--- src/rtl/note_rom_arbiter.sv ---
// note_rom_arbiter: round-robin sharing of one synchronous note-table ROM
// among NUM_CH pitch lookup channels. Accepts one lookup per clock; each
// result returns to the issuing channel two cycles after its ack, with the
// channel tag following the ROM's one-cycle read latency.
module note_rom_arbiter #(
    parameter int NUM_CH = 4,
    parameter int ADDR_W = 8,
    parameter int DATA_W = 16
) (
    input  logic                     i_clk,
    input  logic                     i_rst_n,
    input  logic [NUM_CH-1:0]        i_req,
    input  logic [NUM_CH*ADDR_W-1:0] i_addr,
    output logic [NUM_CH-1:0]        o_ack,
    output logic [NUM_CH-1:0]        o_valid,
    output logic [DATA_W-1:0]        o_data,
    output logic [ADDR_W-1:0]        o_rom_addr,
    input  logic [DATA_W-1:0]        i_rom_data,
    output logic                     o_busy
);

    localparam int PTR_W = (NUM_CH > 1) ? $clog2(NUM_CH) : 1;
    localparam logic [NUM_CH-1:0] ONE_HOT0 = {{(NUM_CH-1){1'b0}}, 1'b1};

    logic [PTR_W-1:0] ptr;
    logic             gnt_found;
    logic [PTR_W-1:0] gnt_idx;
    logic [PTR_W-1:0] ptr_next;
    int               cand;

    // Tag of the lookup whose ROM address was just registered (stage 1)
    // and of the lookup whose ROM data is being read out (stage 2).
    logic             s1_vld;
    logic [PTR_W-1:0] s1_tag;
    logic             s2_vld;
    logic [PTR_W-1:0] s2_tag;

    // Round-robin search starting at ptr, wrapping past NUM_CH-1 to 0.
    always_comb begin
        gnt_found = 1'b0;
        gnt_idx   = '0;
        cand      = 0;
        for (int i = 0; i < NUM_CH; i++) begin
            cand = int'(ptr) + i;
            if (cand >= NUM_CH) begin
                cand = cand - NUM_CH;
            end
            if (!gnt_found && i_req[cand]) begin
                gnt_found = 1'b1;
                gnt_idx   = PTR_W'(cand);
            end
        end
    end

    // Pointer moves to the channel after the one just granted.
    always_comb begin
        if (int'(gnt_idx) == NUM_CH - 1) begin
            ptr_next = '0;
        end else begin
            ptr_next = gnt_idx + PTR_W'(1);
        end
    end

    // Grant stage: register ROM address, ack pulse and stage-1 tag.
    always_ff @(posedge i_clk or negedge i_rst_n) begin
        if (!i_rst_n) begin
            ptr        <= '0;
            o_rom_addr <= '0;
            o_ack      <= '0;
            s1_vld     <= 1'b0;
            s1_tag     <= '0;
        end else if (gnt_found) begin
            ptr        <= ptr_next;
            o_rom_addr <= i_addr[gnt_idx*ADDR_W +: ADDR_W];
            o_ack      <= ONE_HOT0 << gnt_idx;
            s1_vld     <= 1'b1;
            s1_tag     <= gnt_idx;
        end else begin
            o_ack      <= '0;
            s1_vld     <= 1'b0;
        end
    end

    // Stage-2 tag tracks the ROM registering its output.
    always_ff @(posedge i_clk or negedge i_rst_n) begin
        if (!i_rst_n) begin
            s2_vld <= 1'b0;
            s2_tag <= '0;
        end else begin
            s2_vld <= s1_vld;
            s2_tag <= s1_tag;
        end
    end

    // Output stage: capture ROM data with the matching one-hot valid.
    always_ff @(posedge i_clk or negedge i_rst_n) begin
        if (!i_rst_n) begin
            o_valid <= '0;
            o_data  <= '0;
        end else if (s2_vld) begin
            o_valid <= ONE_HOT0 << s2_tag;
            o_data  <= i_rom_data;
        end else begin
            o_valid <= '0;
        end
    end

    assign o_busy = s1_vld | s2_vld;

endmodule

--- config.mk ---
export PLATFORM = sky130hd
export DESIGN_NAME = note_rom_arbiter
export DESIGN_NICKNAME = d
export VERILOG_FILES = /design/src/rtl/note_rom_arbiter.sv
export SDC_FILE = /design/constraint.sdc
export NUM_CORES = 1
export LEC_CHECK = 0
export BUFFER_PORTS_ARGS = -buffer_cell sky130_fd_sc_hd__buf_2
export CELL_PAD_IN_SITES_DETAIL_PLACEMENT = 1
export CELL_PAD_IN_SITES_GLOBAL_PLACEMENT = 1
export CORE_AREA = 2 2 74 76
export CTS_CLUSTER_SIZE = 24
export DETAILED_ROUTE_END_ITERATION = 10
export DIE_AREA = 0 0 76 78
export PLACE_DENSITY = 0.73
export SLEW_MARGIN = 10
export SYNTH_ARGS = -nofsm -noshare
export SYNTH_HDL_FRONTEND = slang
export SYNTH_SLANG_ARGS = --single-unit
--- constraint.sdc ---
create_clock -name i_clk -period 2.2 [get_ports i_clk]
set_input_delay 0.22 -clock i_clk [delete_from_list [all_inputs] [get_ports i_clk]]
set_output_delay 0.22 -clock i_clk [all_outputs]
set_load 0.02 [all_outputs]
==> out/results.tsv <==
stage	metric	value	unit
global_routing	initial antenna violation count	0	
die	die width	76	um
worst_hold_path	HP Class	input pin to asynchronous set/reset pin	
pwr	Net Sw Frac	0.343	
route	DR vias/cell	4.77	
finish	share of post-route cells with drive strength above 1	0.533	
worst_setup_path	Crit path depth	5	
clock_tree	clock root buffer master	clkbuf_8	
die	die area	0.00593	mm^2
timing	Slew HR	0.424	
place	PortBufs	86	
clock_tree	Post CTS Setup Buffer Count	0	
synth	synthesized area per cell	13.5	um^2
pwr	sw power	0.846	mW
worst_setup_path	Worst Path Max Fanout	9	
finish	nets	266	
timing	Fin. Hold Viols	0	
worst_setup_path	Critical path origin	ptr[0]$_DFFE_PN0P_	
finish	final core occ	0.449	
global_routing	largest net degree at the start of global routing	41	
timing	RSZ-0062 raised after global routing	no	
synth	syn nets	178	
clock_tree	clk_lat worst skew	0.29	ns
worst_setup_path	RR Startpoint	ptr[0]$_DFFE_PN0P_	
clock_tree	CTS max path bufs	2	
job	number of max-cap violations	0	
die	Floorplan Core Area	0.00504	mm^2
timing	fmax	0.533	GHz
finish	multi-input combinational cell area	618	um^2
route	first drt pass iteration count	4	
route	DRT iter0 DRCs	52	
worst_setup_path	Startpoint Class	flip-flop	
worst_setup_path	Worst R2R End	o_rom_addr[0]$_DFFE_PN0P_	
worst_setup_path	FF-to-FF path depth	5	
worst_setup_path	CP delay by family, top	simple AND/OR/NAND/NOR gates	
timing	worst slew pin tran	0.864	ns
synth	post-synthesis cell count	123	
pwr	maximum vdd drop	0.000382	V
outcome	status	finished clean	
die	number of cell rows	26	
timing	final worst slack	0.324	ns
timing	Slew Limit Fails	0	
timing	Max Clock Skew	0.00386	ns
route	DRC viols	0	
worst_setup_path	worst setup path end	o_rom_addr[0]$_DFFE_PN0P_	
worst_setup_path	slowest CP cell	nor2b_1	
place	gpl congestion	0.748	
timing	Final min period	1.88	ns
finish	register area	0.00100	mm^2
worst_setup_path	r2r setup slk	0.32	ns
global_routing	vias in the first global route	1472	
synth	fraction of registers with async set/reset	1.00	
pwr	P_leak	1.14	nW
clock_tree	Clock Sinks	40	
finish	Fillers	592	
place	post-place setup slack	0.299	ns
finish	Area Growth Syn to Fin	36.1	%
synth	#FFs+latches synth	40	
global_routing	global-route wire length before repair	7070	um
clock_tree	CTS Hold Buffers Added	0	
route	Routed WL	4210	um
clock_tree	cts bufs inserted	5	
clock_tree	Worst-path clk slew	0.07	ns
die	Initial Utilization	0.330	
synth	sequential area share after synthesis	0.602	
worst_setup_path	CP Buf/Inv Count	0	
worst_setup_path	CP cell instances	and2b_1 -> nor3_1 -> o22a_1 -> nor2b_1 -> a221o_1	
clock_tree	Max H-tree Level	2	
pwr	Power, Total	2.47	mW
timing	Sum Neg Setup Slack	0	ns
worst_setup_path	crit end category	flip-flop	
synth	ys flop type	dfrtp_1	
synth	Syn Std Cell Area	0.00166	mm^2
pwr	PD cells	1090	mW/mm^2
synth	Synthesis Warnings	0	
pwr	Logic pwr share	0.338	
worst_setup_path	Crit Path Category	flip-flop to flip-flop	
pwr	sequential share of power	0.426	
pwr	P_int	1.62	mW
pwr	clock network power share	0.235	
timing	Final setup violation count	0	
die	I/O Pins	87	
route	via count	1344	
synth	post-synthesis cell type count	30	
worst_setup_path	worst path arrival time	2.10	ns
clock_tree	TritonCTS clock tree	done	
worst_setup_path	critical path data required time	2.42	ns
place	post-detail-place hpwl	3210	um
timing	Final Cycle Share	0.853	
synth	number of synthesized flops with an enable pin	0	
worst_setup_path	CP peak stage delay	0.56	ns
global_routing	total grt overflow	0	
die	die height	78	um
route	DR WL/cell	14.9	um
finish	diode count	0	
clock_tree	post_cts resized	0	
route	antenna-violating nets left	0	
global_routing	total track usage	0.150	
## layer usage
| layer | GRT usage | part of all wire | up-vias | wire length, um |
|---|---|---|---|---|
| li1 | - | - | 638 | - |
| met1 | 0.191 | 0.44 | 637 | 1860 |
| met2 | 0.247 | 0.47 | 63 | 1980 |
| met3 | 0.0453 | 0.076 | 6 | 318 |
| met4 | 0.0436 | 0.010 | 0 | 44 |
| met5 | 0 | 0 | - | 0 |
## area by class of cell
cell class,count,share of cell area
timing repair buffer,87,0.193
sequential,40,0.442
clock buffer,6,0.0321
inverter,3,0.00498
multi-input combinational,74,0.273
clock inverter,2,0.0155
tap,70,0.0387
## cells by family after synthesis
kind of cell | synth area share
simple gates | 0.100
buf+inv | 0.0263
compound gates | 0.156
mux | 0.108
fa+ha+maj | 0.00752
flops | 0.602
## power by group through the flow
stage	registers [mW]	clock network, mW	logic [mW]
after floorplan	1.24	0	0.360
after global placement	1.06	0	0.824
after detailed placement	1.06	0	0.846
after CTS	1.05	0.603	0.845
after global routing	1.09	0.636	0.912
final	1.05	0.580	0.834
## cells in the mapped netlist (2+ instances only)
master | n | area share
buf_2 | 2 | 0.0060
a21o_1 | 2 | 0.0090
nand2_1 | 2 | 0.0045
mux2_2 | 16 | 0.11
nor2_1 | 2 | 0.0045
and2_1 | 10 | 0.038
dfrtp_1 | 40 | 0.60
o21ai_0 | 3 | 0.0090
inv_1 | 3 | 0.0068
clkbuf_1 | 3 | 0.0068
a221o_1 | 16 | 0.096
nor2b_1 | 4 | 0.015
o22a_1 | 2 | 0.011
nor3_1 | 2 | 0.0060
## per-stage QoR
stage                     hold WS (ns)  cell area, um^2  instances
after floorplan                -0.0756             1660        123
after global placement           0.358             2160        274
after detailed placement         0.368             2160        274
after CTS                       0.0700             2260        282
after global routing             0.115             2260        282
final                           0.0435             2260        282
## how the worst min path moves through the flow
stage / depth (start not counted) / from / endpoint
detailed placement: 0 / s1_vld$_DFF_PN0_ / s2_vld$_DFF_PN0_
global placement: 0 / s1_vld$_DFF_PN0_ / s2_vld$_DFF_PN0_
finish: 1 / i_rst_n / ptr[0]$_DFFE_PN0P_
floorplan: 0 / i_rst_n / o_ack[0]$_DFF_PN0_
CTS: 1 / i_rst_n / o_rom_addr[1]$_DFFE_PN0P_
global route: 1 / i_rst_n / ptr[1]$_DFFE_PN0P_
## registers in the layout, summed over array words and instances, names as in the netlist
| name | flops |
|---|---|
| o_ack | 4 |
| o_data | 16 |
| o_rom_addr | 8 |
| o_valid | 4 |
| ptr | 2 |
| s1_tag | 2 |
| s1_vld | 1 |
| s2_tag | 2 |
| s2_vld | 1 |
## placed cells by master (no fill, tap or decap), types with 3 or more instances in the layout
cell type,count
and2_1,10
inv_1,3
dfrtp_1,40
mux2_2,16
nor2b_1,4
buf_2,86
o21ai_0,3
a221o_1,16
clkbuf_8,5
No activity file was read; power rests on OpenSTA's default activity.
